**src/rtl/led_step_clock_divider_pkg.sv**
```systemverilog
// rtl/led_step_clock_divider_pkg.sv - shared constants and speed command type for the LED step clock
package led_step_pkg;

  localparam int unsigned CNT_W              = 32;
  localparam int unsigned DEFAULT_HALF_50MHZ = 25_000_000;
  localparam int unsigned STEP_50MHZ         = 1_000_000;
  localparam int unsigned MIN_HALF           = 2;
  localparam int unsigned MAX_HALF           = 200_000_000;

  typedef enum logic [1:0] {
    CMD_NONE,
    CMD_UP,
    CMD_DOWN,
    CMD_DEFAULT
  } speed_cmd_t;

  // Restore-default wins outright; opposing up/down requests cancel.
  function automatic speed_cmd_t decode_speed(input logic up_evt,
                                              input logic down_evt,
                                              input logic default_evt);
    if (default_evt)
      return CMD_DEFAULT;
    else if (up_evt && down_evt)
      return CMD_NONE;
    else if (up_evt)
      return CMD_UP;
    else if (down_evt)
      return CMD_DOWN;
    else
      return CMD_NONE;
  endfunction

endpackage

```
**src/rtl/led_step_clock_divider_if.sv**
```systemverilog
// rtl/led_step_clock_divider_if.sv - run/button controls and divided-clock outputs of the step clock
interface led_step_clock_divider_if #(
  parameter int unsigned CNT_W = led_step_pkg::CNT_W
);

  logic             run;
  logic             speed_up;
  logic             speed_down;
  logic             speed_reset;
  logic             div_clk;
  logic             tick;
  logic [CNT_W-1:0] half_period;

  modport master (
    output run, speed_up, speed_down, speed_reset,
    input  div_clk, tick, half_period
  );

  modport slave (
    input  run, speed_up, speed_down, speed_reset,
    output div_clk, tick, half_period
  );

endinterface

```
**src/rtl/led_step_clock_divider_button_edge_sync.sv**
```systemverilog
// rtl/led_step_clock_divider_button_edge_sync.sv - two-flop synchronizer with one-cycle rising-edge pulse
module button_edge_sync (
  input  logic clk,
  input  logic reset,
  input  logic in,
  output logic pulse
);

  logic sync1;
  logic sync2;
  logic prev;

  always_ff @(posedge clk or posedge reset) begin
    if (reset) begin
      sync1 <= 1'b0;
      sync2 <= 1'b0;
      prev  <= 1'b0;
    end else begin
      sync1 <= in;
      sync2 <= sync1;
      prev  <= sync2;
    end
  end

  assign pulse = sync2 & ~prev;

endmodule

```
**src/rtl/led_step_clock_divider.sv**
```systemverilog
// rtl/led_step_clock_divider.sv - run-time adjustable 50% duty step clock with rising-edge tick
module led_step_clock_divider #(
  parameter int unsigned CNT_W        = led_step_pkg::CNT_W,
  parameter int unsigned DEFAULT_HALF = led_step_pkg::DEFAULT_HALF_50MHZ,
  parameter int unsigned STEP         = led_step_pkg::STEP_50MHZ,
  parameter int unsigned MIN_HALF     = led_step_pkg::MIN_HALF,
  parameter int unsigned MAX_HALF     = led_step_pkg::MAX_HALF
) (
  input  logic                    clk,
  input  logic                    reset,
  led_step_clock_divider_if.slave bus
);

  import led_step_pkg::*;

  if (!(MIN_HALF >= 2 && MIN_HALF <= DEFAULT_HALF && DEFAULT_HALF <= MAX_HALF &&
        64'(MAX_HALF) < (64'd1 << CNT_W) && STEP >= 1)) begin : g_param_check
    $error("led_step_clock_divider: illegal half-period parameters");
  end

  localparam logic [CNT_W-1:0] DEF_L  = CNT_W'(DEFAULT_HALF);
  localparam logic [CNT_W-1:0] STEP_L = CNT_W'(STEP);
  localparam logic [CNT_W-1:0] MIN_L  = CNT_W'(MIN_HALF);
  localparam logic [CNT_W-1:0] MAX_L  = CNT_W'(MAX_HALF);
  localparam logic [CNT_W-1:0] ONE_L  = CNT_W'(1);

  logic             up_evt;
  logic             down_evt;
  logic             default_evt;
  speed_cmd_t       cmd;
  logic [CNT_W-1:0] half_q;
  logic [CNT_W-1:0] count_q;
  logic             div_q;
  logic             tick_q;
  logic             wrap;

  button_edge_sync u_up (
    .clk   (clk),
    .reset (reset),
    .in    (bus.speed_up),
    .pulse (up_evt)
  );

  button_edge_sync u_down (
    .clk   (clk),
    .reset (reset),
    .in    (bus.speed_down),
    .pulse (down_evt)
  );

  button_edge_sync u_default (
    .clk   (clk),
    .reset (reset),
    .in    (bus.speed_reset),
    .pulse (default_evt)
  );

  assign cmd = decode_speed(up_evt, down_evt, default_evt);

  // Clamp tests use distance to the limit so neither direction can wrap.
  always_ff @(posedge clk or posedge reset) begin
    if (reset) begin
      half_q <= DEF_L;
    end else begin
      case (cmd)
        CMD_DEFAULT: half_q <= DEF_L;
        CMD_UP:      half_q <= ((half_q - MIN_L) >= STEP_L) ? (half_q - STEP_L) : MIN_L;
        CMD_DOWN:    half_q <= ((MAX_L - half_q) >= STEP_L) ? (half_q + STEP_L) : MAX_L;
        default:     half_q <= half_q;
      endcase
    end
  end

  // >= rather than == so a shrunken half-period wraps immediately instead of running to 2^CNT_W.
  assign wrap = (count_q >= (half_q - ONE_L));

  always_ff @(posedge clk or posedge reset) begin
    if (reset) begin
      count_q <= '0;
      div_q   <= 1'b0;
      tick_q  <= 1'b0;
    end else begin
      tick_q <= 1'b0;
      if (bus.run) begin
        if (wrap) begin
          count_q <= '0;
          div_q   <= ~div_q;
          tick_q  <= ~div_q;
        end else begin
          count_q <= count_q + ONE_L;
        end
      end
    end
  end

  assign bus.div_clk     = div_q;
  assign bus.tick        = tick_q;
  assign bus.half_period = half_q;

endmodule

```
**src/flat_wrapper.sv**
```systemverilog
// flat-port wrapper written by rule: the top's interface ports become plain ports
module led_step_clock_divider_flat import led_step_pkg::*;
#(
  parameter int unsigned CNT_W        = led_step_pkg::CNT_W,
  parameter int unsigned DEFAULT_HALF = led_step_pkg::DEFAULT_HALF_50MHZ,
  parameter int unsigned STEP         = led_step_pkg::STEP_50MHZ,
  parameter int unsigned MIN_HALF     = led_step_pkg::MIN_HALF,
  parameter int unsigned MAX_HALF     = led_step_pkg::MAX_HALF
)
  (clk, reset, bus_run, bus_speed_up, bus_speed_down, bus_speed_reset, bus_div_clk, bus_tick, bus_half_period);
  led_step_clock_divider_if #(.CNT_W(CNT_W)) bus_i ();
  input  logic clk;
  input  logic reset;
  input wire logic [$bits(bus_i.run)-1:0] bus_run;
  input wire logic [$bits(bus_i.speed_up)-1:0] bus_speed_up;
  input wire logic [$bits(bus_i.speed_down)-1:0] bus_speed_down;
  input wire logic [$bits(bus_i.speed_reset)-1:0] bus_speed_reset;
  output wire logic [$bits(bus_i.div_clk)-1:0] bus_div_clk;
  output wire logic [$bits(bus_i.tick)-1:0] bus_tick;
  output wire logic [$bits(bus_i.half_period)-1:0] bus_half_period;
  assign bus_i.run = bus_run;
  assign bus_i.speed_up = bus_speed_up;
  assign bus_i.speed_down = bus_speed_down;
  assign bus_i.speed_reset = bus_speed_reset;
  assign bus_div_clk = bus_i.div_clk;
  assign bus_tick = bus_i.tick;
  assign bus_half_period = bus_i.half_period;
  led_step_clock_divider #(.CNT_W(CNT_W), .DEFAULT_HALF(DEFAULT_HALF), .STEP(STEP), .MIN_HALF(MIN_HALF), .MAX_HALF(MAX_HALF)) u_core (.clk(clk), .reset(reset), .bus(bus_i));
endmodule
```
**config.mk**
```make
export PLATFORM = sky130hd
export DESIGN_NAME = led_step_clock_divider_flat
export DESIGN_NICKNAME = d
export VERILOG_FILES = /design/src/rtl/led_step_clock_divider_pkg.sv /design/src/rtl/led_step_clock_divider_if.sv /design/src/rtl/led_step_clock_divider_button_edge_sync.sv /design/src/rtl/led_step_clock_divider.sv /design/src/flat_wrapper.sv
export SDC_FILE = /design/constraint.sdc
export NUM_CORES = 1
export LEC_CHECK = 0
export CORE_AREA = 2 2 167 169
export DETAILED_ROUTE_END_ITERATION = 7
export DIE_AREA = 0 0 169 171
export GPL_TIMING_DRIVEN = 1
export MAX_ROUTING_LAYER = met4
export SLEW_MARGIN = 10
export SYNTH_ARGS = -nofsm -noshare
export SYNTH_HDL_FRONTEND = slang
export SYNTH_HIERARCHICAL = 1
export SYNTH_SLANG_ARGS = --single-unit
```
**constraint.sdc**
```tcl
create_clock -name clk -period 15.5 [get_ports clk]
set_clock_uncertainty 0.1 [all_clocks]
set_input_delay 4.65 -clock clk [delete_from_list [all_inputs] [get_ports clk]]
set_output_delay 4.65 -clock clk [all_outputs]
set_load 0.01 [all_outputs]
```
Word-level counts from Yosys, hierarchy flattened
Cells that the tools add are included.
{"block": "op_classes", "addsub": 6, "order_cmp": 3, "n_eq_ne": 3, "n_mux": 10, "n_bitwise": 7, "reduce_logical": 3}
{"op": "2-to-1 mux 32 bit", "count": 3}
{"op": "one-hot mux 32 bit (3 select lines)", "count": 1}
{"op": "greater-or-equal comparator 32 x 20 -> 1 bit (second input constant)", "count": 2}
{"op": "adder 32 x 1 -> 32 bit (second input constant)", "count": 1}
{"op": "adder 32 x 20 -> 32 bit (second input constant)", "count": 1}
{"op": "greater-or-equal comparator 32 bit", "count": 1}
{"op": "subtractor 28 x 32 -> 32 bit (first input constant)", "count": 1}
{"op": "subtractor 32 x 1 -> 32 bit (second input constant)", "count": 1}
{"op": "subtractor 32 x 2 -> 32 bit (second input constant)", "count": 1}
{"op": "subtractor 32 x 20 -> 32 bit (second input constant)", "count": 1}
{"op": "2-to-1 mux 2 bit", "count": 4}
{"op": "== test 2 bit (second input constant)", "count": 2}
{"op": "NOT 1 bit", "count": 4}
{"op": "bitwise AND 1 bit", "count": 3}
{"op": "nonzero test 3 bit", "count": 1}
{"op": "== test 2 x 1 -> 1 bit (second input constant)", "count": 1}
{"op": "2-to-1 mux 1 bit", "count": 2}
{"op": "AND reduction 2 bit", "count": 1}
{"op": "logical AND 1 bit", "count": 1}
{"block": "word_totals", "ff_bits": 75, "inputBits": 6, "output_inout_bits": 34, "wordCells": 45}

Depth between registers and ports, before layout
Gate-level depths: netlist of run 1.
{"block": "depth", "ltp_word": 8, "mapped_depth": 18, "depth_no_buf": 15}

Modules after synthesis
The synthesis of run 1 kept the hierarchy.
{"mod": "led_step_clock_divider", "instances": 1, "cells_per_inst": 828, "area_each_um2": 6444.9, "seq_area_each_um2": 1541.5}
{"mod": "button_edge_sync", "instances": 3, "cells_per_inst": 5, "area_each_um2": 92.6, "seq_area_each_um2": 75.1}

Worst setup path after synthesis of run 1
OpenSTA, ideal clock, no wires.
{"block": "synth_timing", "kind": "input to register", "from": "in bus_run", "to": "reg u_core.count_q[27]", "setup_time_ns": 0.133, "t_arrival_ns": 6.181, "required_time_ns": 15.267, "slack_ns": 9.086, "cell_stages": 9, "n_path_buf": 1, "path_cell_list": "clkbuf_1 -> nand3_1 -> nor3_1 -> and2_1 -> nand3_1 -> nor2_1 -> nand4_1 -> xor2_1 -> nor2_1"}
{"element": "start, declared", "line": "flat_wrapper.sv:14", "source": "input wire logic [$bits(bus_i.run)-1:0] bus_run;"}
{"element": "end signal, assigned", "line": "led_step_clock_divider.sv:90", "source": "count_q <= count_q + ONE_L;"}
{"element": "end, declared", "line": "led_step_clock_divider.sv:32", "source": "logic [CNT_W-1:0] count_q;"}

Final worst setup path of run 1
{"block": "layout_timing", "from": "reg u_core.half_q[9] (netlist: u_core/bus.half_period[9])", "to": "out bus_half_period[9]"}
{"element": "start, declared", "line": "led_step_clock_divider.sv:31", "source": "logic [CNT_W-1:0] half_q;"}
{"element": "start signal, assigned", "line": "led_step_clock_divider.sv:67", "source": "CMD_UP: half_q <= ((half_q - MIN_L) >= STEP_L) ? (half_q - STEP_L) : MIN_L;"}
{"element": "start signal, assigned", "line": "led_step_clock_divider.sv:68", "source": "CMD_DOWN: half_q <= ((MAX_L - half_q) >= STEP_L) ? (half_q + STEP_L) : MAX_L;"}
{"element": "start signal, assigned", "line": "led_step_clock_divider.sv:69", "source": "default: half_q <= half_q;"}
{"element": "end, declared", "line": "flat_wrapper.sv:20", "source": "output wire logic [$bits(bus_i.half_period)-1:0] bus_half_period;"}
No word-level cell between the ends.

==> results of run 1 <==
area by class of cell:
class,count,area [µm²]
clock buffer,9,225
clock inverter,7,88.8
fill,2912,19800
inverter,33,124
multi-input combinational,679,4560
sequential,70,1770
tap,346,433
timing repair buffer,37,363
path summary, 6_finish.rpt:
kind | slack, ns | start | cells after the start | to
setup / recovery | 8.72 | u_core/bus.half_period[9]$_DFFE_PP0P_ | 1 | bus_half_period[9]
hold / removal | 0.25 | u_core/u_up/sync1$_DFF_PP0_ | 0 | u_core/u_up/sync2$_DFF_PP0_
setup reg to reg | 9.66 | u_core/bus.half_period[7]$_DFFE_PP0P_ | 14 | u_core/count_q[5]$_DFFE_PP0P_
hold reg to reg | 0.25 | u_core/u_up/sync1$_DFF_PP0_ | 0 | u_core/u_up/sync2$_DFF_PP0_
max in group asynchronous | 9.87 | reset | 3 | u_core/count_q[25]$_DFFE_PP0P_
min in group asynchronous | 4.49 | reset | 2 | u_core/u_down/sync1$_DFF_PP0_
cell usage in the layout (no fill, tap or decap), types with 10 or more instances in the layout:
cell type        synthesis  layout
a211oi_1                10      10
a21o_1                  22      22
a21oi_1                 42      42
a31oi_1                 11      11
clkdlybuf4s50_1          0      34
dfrtp_1                 58      58
dfstp_2                 12      12
ha_1                    40      40
inv_1                   30      29
nand2_1                 54      54
nand3_1                 38      38
nand4_1                 32      32
nor2_1                 101     101
nor3_1                  27      27
nor4_1                  12      12
o21ai_0                 33      33
or3_1                   17      17
xnor2_1                 43      43
xor2_1                  23      23
registers in the layout (all words and copies together), names as in the netlist:
name,count
u_core/u_down/prev,1
u_core/u_down/sync1,1
u_core/u_default/sync1,1
u_core/u_up/sync2,1
u_core/bus.half_period,27
u_core/u_down/sync2,1
u_core/count_q,32
u_core/u_default/sync2,1
u_core/bus.tick,1
u_core/u_up/sync1,1
u_core/u_default/prev,1
u_core/u_up/prev,1
u_core/bus.div_clk,1
stage by stage:
stage | util | std cells | power [mW]
after CTS | 0.277 | 1181 | 0.934
after global placement | 0.265 | 1165 | 0.701
after floorplan | - | 847 | 0.581
after global routing | 0.277 | 1181 | 0.997
after detailed placement | 0.265 | 1165 | 0.705
final | 0.277 | 1181 | 0.935
layer usage:
metal  part of all wire  wire [µm]  track usage
met3              0.066       1380       0.0291
met2               0.47       9730        0.233
met4              0.017        361       0.0353
met1               0.45       9400        0.194
met5                  0          0            -
cell usage after synthesis (27+ instances only):
master,count,area (µm²)
nor2_1,101,379
dfrtp_1,58,1450
nand2_1,54,203
clkbuf_1,46,173
xnor2_1,43,377
a21oi_1,42,210
ha_1,40,500
nand3_1,38,190
o21ai_0,33,165
nand4_1,32,200
inv_1,30,113
nor3_1,27,135
kinds of logic (layout without fill, tap and decap cells):
family,after synthesis,count (layout),share of synthesized area
AO/OA/AOI/OAI,206,206,0.219
XOR/XNOR,66,66,0.0860
adder cells (fa/ha/maj),40,40,0.0744
buffers and inverters,98,86,0.0612
flip-flops,70,70,0.263
multiplexers,8,8,0.0128
other,1,5,0.000558
AND/OR/NAND/NOR,354,354,0.283
power breakdown:
part,total (mW),internal (mW),switching [mW]
clock network,0.225,0.140,0.0851
logic,0.388,0.168,0.220
registers,0.322,0.219,0.103
total,0.935,0.527,0.408
==> reports/metrics.yaml, run 1 <==
grt:
  first_global_vias: 5968
  antenna_found_initial: 0
  grt_usage: 0.147
  grt_max_degree: 62
  overflow: 0
  grt_pass1_wl_mm: 33.1
logic_synthesis:
  avgSynthCellArea_um2: 7.97
  ys_seq_area_frac: 0.263
  yosysWarnings: 6
  synthArstFlopShare: 1.00
  synth-edff-count: 0
  ys_seq_elements: 70
  syn_area_um2: 6720
  synthFlopType: "dfrtp_1"
  synth_cells: 843
  ys_types: 85
floorplan:
  rows: 61
  die-area_um2: 28900
  initial_core_util: 0.246
  io_pins: 40
  design.core.area_um2: 27300
  die_w_um: 169
  die_y_um: 171
sta:
  worstMarginPinSlew_ns: 1.18
  setup_viol: 0
  hold_ws_ns: 0.249
  slew_violations: 0
  setup_ws_ns: 8.72
  maxSlewHeadroom: 0.212
  finalSetupTns_ns: 0
  hold_viol: 0
  finalCritPeriodShare: 0.437
  max_freq_mhz: 148
  rsz0062_at_grt: "no"
  min_period_ns: 6.78
setup_path:
  timing.critical_path.buf_inv: 1
  crit_family: "flip-flops"
  startpoint_type: "register"
  crit_path_end_kind: "primary output"
  required_ns: 10.75
  cpMaxStageDelayCell: "dfrtp_1"
  worstPathArrival_ns: 2.03
  crit_type: "register to primary output"
  worst-path-max-fanout: 29
  cp_cell_sequence: "clkdlybuf4s50_1"
  critical_path.max_stage_delay_ns: 0.97
clock_network:
  cts_inserted_buffers: 9
  path_clk_slew_ns: 0.06
  htreeDepth: 3
  cts_tree: "built"
  clk_latency_ns: 0.35
  cts_sinks: 70
  cts_root_buf: "clkbuf_16"
  post_cts_resized: 0
  ctsHoldBuffers: 0
  cts_max_path_buffers: 2
  post_cts_buffers: 0
detailed_routing:
  ant_nets: 0
  wl_per_cell_um: 17.7
  drc: 0
  totalWireLength_mm: 20.9
  drt_first_pass_iters: 5
  dr_total_vias: 6511
  via_per_inst: 5.51
  drtIter0Drc: 709
placement:
  port_buffers: 34
  gp_congestion: 0.915
  post-place-ws_ns: 8.36
  hpwl_mm: 14.9
  placed_cell_area_um2: 7250
worst_hold_path:
  worstHoldPathType: "register to register"
power:
  irDropWorstVdd_mv: 0.0480
  power_density_nw_per_um2: 124
  leakagePower_nw: 2.91
layout:
  final_area_um2: 7560
  fin_nets: 876
  syn_to_final_growth_pct: 12.5
  drive_gt1_frac: 0.0838
  antennaDiodeCount: 0
flow_run:
  drv_cap: 0
status:
  outcome: "finished, final reports clean"
(Power assumes the default switching activity.)
==> run 2: changes to the inputs <==
- clock period: 15.5 -> 6.55 ns (I/O delays scaled with it)
==> run 2 against run 1 <==
Compared with the run above: hold slack gained 0.00055 ns; sequential power grew 140%; core utilization grew 0.087 points; sequential share of layout area shrank 0.073 points; die area is the same; critical endpoint is now u_core/bus.div_clk$_DFFE_PP0P_.
==> reports/metrics.yaml, run 2 (synthesis gave the netlist of run 1 again) <==
status:
  outcome: "finished, final reports clean"
clock_network:
  post_cts_buffers: 0  # unchanged
  cts_sinks: 70  # unchanged
  clk_latency_ns: 0.35  # about the same
  cts_tree: "built"
  path_clk_slew_ns: 0.06  # about the same
  cts_root_buf: "clkbuf_16"
  htreeDepth: 3  # unchanged
  cts_inserted_buffers: 9  # unchanged
  post_cts_resized: 0  # unchanged
  ctsHoldBuffers: 0  # unchanged
  cts_max_path_buffers: 2  # unchanged
sta:
  min_period_ns: 5.09
  worstMarginPinSlew_ns: 1.15  # -0.0244 ns
  setup_ws_ns: 1.46  # -7.26 ns
  setup_viol: 0  # unchanged
  max_freq_mhz: 197
  finalSetupTns_ns: 0  # unchanged
  hold_viol: 0  # unchanged
  finalCritPeriodShare: 0.777
  slew_violations: 0  # unchanged
  rsz0062_at_grt: "no"
  maxSlewHeadroom: 0.230  # +0.0177
placement:
  placedCellCount: 1169  # +0.34%
  gp_congestion: 0.933  # +2.0%
  hpwl_mm: 15.4  # +3.4%
  port_buffers: 34  # unchanged
  post-place-ws_ns: 1.53  # -6.83 ns
grt:
  grt_pass1_wl_mm: 34.2  # +3.3%
  grt_max_degree: 35  # -44%
  first_global_vias: 6134  # +2.8%
  antenna_found_initial: 0  # unchanged
  grt_usage: 0.153  # +0.00555
  overflow: 0  # unchanged
setup_path:
  worstPathArrival_ns: 5.26  # +3.23 ns
  crit_type: "register to register"
  worst-path-max-fanout: 28  # -3.4%
  required_ns: 6.73  # -4.02 ns
  timing.critical_path.buf_inv: 2  # +1
  cpMaxStageDelayCell: "dfrtp_1"
  cp_common_cell: "nand4_1"
  critical_path.max_stage_delay_ns: 0.59  # -0.38 ns
  crit_path_end_kind: "register"
  crit_family: "simple AND/OR/NAND/NOR gates"
  cp_cell_sequence: "inv_1 -> ha_1 -> nor3b_1 -> nand4_1 -> or3_1 -> and2_1 -> ha_1 -> nand4_1 -> or2_2 -> nor4_1 -> nand4_1 -> o2111ai_1 -> o21a_1 -> buf_4 -> xor2_1"
  startpoint_type: "register"
power:
  netSwitchingFraction: 0.444  # +0.00745
  p_comb_frac: 0.421  # +0.006
  irDropWorstVdd_mv: 0.117  # +140%
  power_density_nw_per_um2: 291  # +130%
  seqPwrFrac: 0.346  # +0.002
  clockPowerShare: 0.233  # -0.008
  internal_power_mw: 1.23  # +130%
  total_power_mw: 2.20  # +140%
  leakagePower_nw: 2.92  # +0.37%
  p_sw_uw: 978  # +140%
detailed_routing:
  dr_total_vias: 6604  # +1.4%
  ant_nets: 0  # unchanged
  drc: 0  # unchanged
  wl_per_cell_um: 18.1  # +2.2%
  totalWireLength_mm: 21.4  # +2.6%
  drt_first_pass_iters: 6  # +1
  drtIter0Drc: 684  # -3.5%
  via_per_inst: 5.57  # +1.1%
floorplan:
  design.core.area_um2: 27300  # unchanged
  io_pins: 40  # unchanged
  die_y_um: 171  # unchanged
  die-area_um2: 28900  # unchanged
  rows: 61  # unchanged
  initial_core_util: 0.246  # unchanged
  die_w_um: 169  # unchanged
layout:
  drive_gt1_frac: 0.0882  # +0.00437
  final_common_cell: "nor2_1"
  fin_cells: 1185  # +0.34%
  antennaDiodeCount: 0  # unchanged
  syn_to_final_growth_pct: 12.8
  top_register: "u_core/count_q"
  final_cell_mix: "nor2_1, dfrtp_1, nand2_1, xnor2_1, a21oi_1"
  largest_reg_flops: 32  # unchanged
  fin_nets: 880  # +0.46%
flow_run:
  drv_cap: 0  # unchanged
worst_hold_path:
  worstHoldPathType: "register to register"
## run 2: final cells by class
type                            instances  area [µm²]
Inverter                               33         124
Timing Repair Buffer                   41         393
Multi-Input combinational cell        679        4560
Tap cell                              346         433
Fill cell                            2913       19700
Clock inverter                          6        68.8
Clock buffer                           10         239
Sequential cell                        70        1770
## run 2: per-layer routing
layer | GRT usage | share of wire | up-vias
met4 | 0.0543 | 0.029 | 0
met2 | 0.238 | 0.46 | 273
met1 | 0.199 | 0.45 | 3195
met3 | 0.0296 | 0.069 | 48
li1 | - | - | 3088
met5 | - | 0 | -
## run 2: worst reg2reg max path, delay by kind of cell (launching register included)
kind            cells  cell delay (ns)
compound gates      2             0.68
simple gates        8             2.39
fa+ha+maj           2             0.63
buf+inv             2             0.46
flops               1             0.59
xor+xnor            1             0.18
## run 2: final timing paths
kind	startpoint	cells past startpoint	end	slack, ns
worst max register to register	u_core/bus.half_period[7]$_DFFE_PP0P_	15	u_core/bus.div_clk$_DFFE_PP0P_	1.46
min in group asynchronous	reset	2	u_core/u_down/sync1$_DFF_PP0_	1.79
worst max-delay path	u_core/bus.half_period[7]$_DFFE_PP0P_	15	u_core/bus.div_clk$_DFFE_PP0P_	1.46
max in group asynchronous	reset	3	u_core/bus.half_period[6]$_DFFE_PP1P_	3.39
worst min register to register	u_core/u_default/sync1$_DFF_PP0_	0	u_core/u_default/sync2$_DFF_PP0_	0.25
worst min-delay path	u_core/u_default/sync1$_DFF_PP0_	0	u_core/u_default/sync2$_DFF_PP0_	0.25
## run 2: stage by stage
step,utilization,instance area [µm²],hold slack [ns]
floorplan,-,6740,0.231
global placement,0.266,7280,0.233
detailed placement,0.266,7280,0.244
CTS,0.278,7580,0.252
global route,0.278,7580,0.259
finish,0.278,7580,0.249
## run 2: power by group through the flow
stage / combinational, mW / clock, mW / sequential, mW
2_1_floorplan: 0.770 / 0 / 0.604
3_3_place_gp: 0.906 / 0 / 0.760
3_5_place_dp: 0.913 / 0 / 0.762
4_1_cts: 0.919 / 0.532 / 0.755
5_1_grt: 1.03 / 0.547 / 0.786
6_report: 0.928 / 0.514 / 0.762
==> run 3: changes to the inputs <==
- clock period: 6.55 -> 4.4 ns (I/O delays scaled with it)
==> run 3 against run 2 <==
Compared with the run above: sequential share of layout area fell by 1.3 points; core utilization grew 1.6 points; highest routed layer unchanged; register-to-register slack got worse by 1.2 ns; cell count is 4.6% higher; routed wire length grew 5.6%; worst setup slack got worse by 1.2 ns; flip-flop and latch count did not move.
==> reports/metrics.yaml, run 3 (synthesis gave the netlist of run 1 again) <==
floorplan:
  design.core.area_um2: 27300  # unchanged
  die_y_um: 171  # unchanged
  initial_core_util: 0.246  # unchanged
  io_pins: 40  # unchanged
  die_w_um: 169  # unchanged
  rows: 61  # unchanged
  die-area_um2: 28900  # unchanged
layout:
  final_area_um2: 8030  # +5.9%
  final_common_cell: "nor2_1"
  antennaDiodeCount: 0  # unchanged
  fin_nets: 936  # +6.4%
  drive_gt1_frac: 0.153  # +0.0650
  top_register: "u_core/count_q"
  fin_cells: 1240  # +4.6%
  largest_reg_flops: 32  # unchanged
  utilization: 0.294  # +0.0163
  syn_to_final_growth_pct: 19.4
  final_cell_mix: "nor2_1, buf_4, dfrtp_1, nand2_1, xnor2_1"
setup_path:
  crit_type: "register to register"
  startpoint_type: "register"
  crit_family: "simple AND/OR/NAND/NOR gates"
  cp_cell_sequence: "or4_4 -> or4_4 -> or4_4 -> and2_1 -> ha_1 -> nand4_1 -> or2_2 -> nor4_2 -> buf_4 -> nand4_1 -> o2111ai_2 -> buf_4 -> nor4b_1 -> a221o_1"
  worst-path-max-fanout: 5  # -82%
  cpMaxStageDelayCell: "or4_4"
  timing.critical_path.buf_inv: 2  # unchanged
  reg2regPathDepth: 14  # -1
  required_ns: 4.53  # -2.20 ns
  worstPathArrival_ns: 4.24  # -1.02 ns
  rr_startpoint: "u_core/bus.half_period[22]$_DFFE_PP1P_"
  critical_path.max_stage_delay_ns: 0.53  # -0.06 ns
  crit_path_end_kind: "register"
  rr_endpoint: "u_core/count_q[4]$_DFFE_PP0P_"
  cp_common_cell: "or4_4"
  r2r_slack_ns: 0.29  # -1.17 ns
sta:
  slew_violations: 0  # unchanged
  setup_ws_ns: 0.290  # -1.17 ns
  hold_viol: 0  # unchanged
  min_period_ns: 4.11  # -0.979 ns
  max_freq_mhz: 243  # +24%
  finalSetupTns_ns: 0  # unchanged
  setup_viol: 0  # unchanged
  rsz0062_at_grt: "no"
  worstMarginPinSlew_ns: 0.993  # -0.159 ns
  hold_ws_ns: 0.251  # +0.00140 ns
  maxSlewHeadroom: 0.338  # +0.108
  finalCritPeriodShare: 0.934  # +0.157
detailed_routing:
  drt_first_pass_iters: 6  # unchanged
  via_per_inst: 5.50  # -1.3%
  wl_per_cell_um: 18.2  # +0.91%
  totalWireLength_mm: 22.6  # +5.6%
  ant_nets: 0  # unchanged
  dr_total_vias: 6821  # +3.3%
  drc: 0  # unchanged
  drtIter0Drc: 736  # +7.6%
clock_network:
  cts_root_buf: "clkbuf_16"
  htreeDepth: 3  # unchanged
  path_clk_slew_ns: 0.06  # about the same
  cts_tree: "built"
  cts_inserted_buffers: 9  # unchanged
  clk_latency_ns: 0.36  # about the same
  cts_max_path_buffers: 2  # unchanged
  cts_sinks: 70  # unchanged
flow_run:
  drv_cap: 0  # unchanged
power:
  seqPwrFrac: 0.263  # -0.083
  total_power_mw: 3.40  # +54%
  power_density_nw_per_um2: 423  # +46%
  clockPowerShare: 0.202  # -0.031
  leakagePower_nw: 3.20  # +9.4%
  p_sw_mw: 1.52  # +55%
  netSwitchingFraction: 0.446  # +0.00240
  internal_power_mw: 1.88  # +54%
  p_comb_frac: 0.535  # +0.114
  irDropWorstVdd_mv: 0.229  # +96%
grt:
  first_global_vias: 6762  # +10%
  grt_max_degree: 38  # +8.6%
  grt_pass1_wl_mm: 36.6  # +7.1%
  overflow: 0  # unchanged
  grt_usage: 0.164  # +0.0109
  antenna_found_initial: 0  # unchanged
placement:
  hpwl_mm: 16.8  # +9.1%
  post-place-ws_ns: 0.0842  # -1.44 ns
  gp_congestion: 0.982  # +5.2%
  port_buffers: 34  # unchanged
  placedCellCount: 1224  # +4.7%
  placed_cell_area_um2: 7730  # +6.2%
status:
  outcome: "finished, final reports clean"
worst_hold_path:
  holdCritStartpoint: "u_core/u_up/sync1$_DFF_PP0_"
  worstHoldPathType: "register to register"
  whs_endpoint: "u_core/u_up/sync2$_DFF_PP0_"
  min_path_cells: 0  # unchanged
==> run 3: cell types whose count changed in the layout (fill, tap and decap cells not counted), moves of 2 or more <==
cell    previous run  this run
nor3_1            27        25
buf_4              7        61
buf_12             0         2
nor3_2             1         3
==> run 3: how the worst max path moves through the flow <==
stage,cells past startpoint,slack (ns),startpoint,endpoint
2_1_floorplan,18,0.04,u_core/bus.half_period[6]$_DFFE_PP1P_,u_core/count_q[10]$_DFFE_PP0P_
3_3_place_gp,14,0.15,u_core/bus.half_period[22]$_DFFE_PP1P_,u_core/count_q[4]$_DFFE_PP0P_
3_5_place_dp,14,0.08,u_core/bus.half_period[22]$_DFFE_PP1P_,u_core/count_q[4]$_DFFE_PP0P_
4_1_cts,14,0.08,u_core/bus.half_period[22]$_DFFE_PP1P_,u_core/count_q[4]$_DFFE_PP0P_
5_1_grt,14,0.12,u_core/bus.half_period[22]$_DFFE_PP1P_,u_core/count_q[4]$_DFFE_PP0P_
6_report,14,0.29,u_core/bus.half_period[22]$_DFFE_PP1P_,u_core/count_q[4]$_DFFE_PP0P_
==> run 3: final cells by class <==
class / count / area [µm²]
inverter: 33 / 124
fill: 2894 / 19300
multi-input combinational: 679 / 4600
clock buffer: 10 / 229
tap: 346 / 433
clock inverter: 5 / 37.5
sequential: 70 / 1770
timing repair buffer: 97 / 838
==> run 3: what timing repair did <==
item,4_1_cts,5_1_grt
resized for setup,0,6
endpoints found under the setup margin,0,32
setup buffers,0,1
hold buffers,0,0
==> run 3: layer usage <==
| layer | part of all wire | vias up | GRT usage | wire (µm) |
|---|---|---|---|---|
| met2 | 0.48 | 281 | 0.262 | 10800 |
| met3 | 0.072 | 61 | 0.0268 | 1640 |
| met1 | 0.42 | 3279 | 0.206 | 9560 |
| li1 | - | 3200 | - | - |
| met4 | 0.026 | 0 | 0.0676 | 590 |
| met5 | 0 | - | - | 0 |
==> run 3: power by group through the flow <==
stage | logic, mW | clock network, mW | registers, mW
floorplan | 1.15 | 0 | 0.899
global route | 1.99 | 0.726 | 0.913
detailed placement | 1.79 | 0 | 0.902
CTS | 1.80 | 0.702 | 0.892
finish | 1.82 | 0.688 | 0.893
global placement | 1.77 | 0 | 0.899
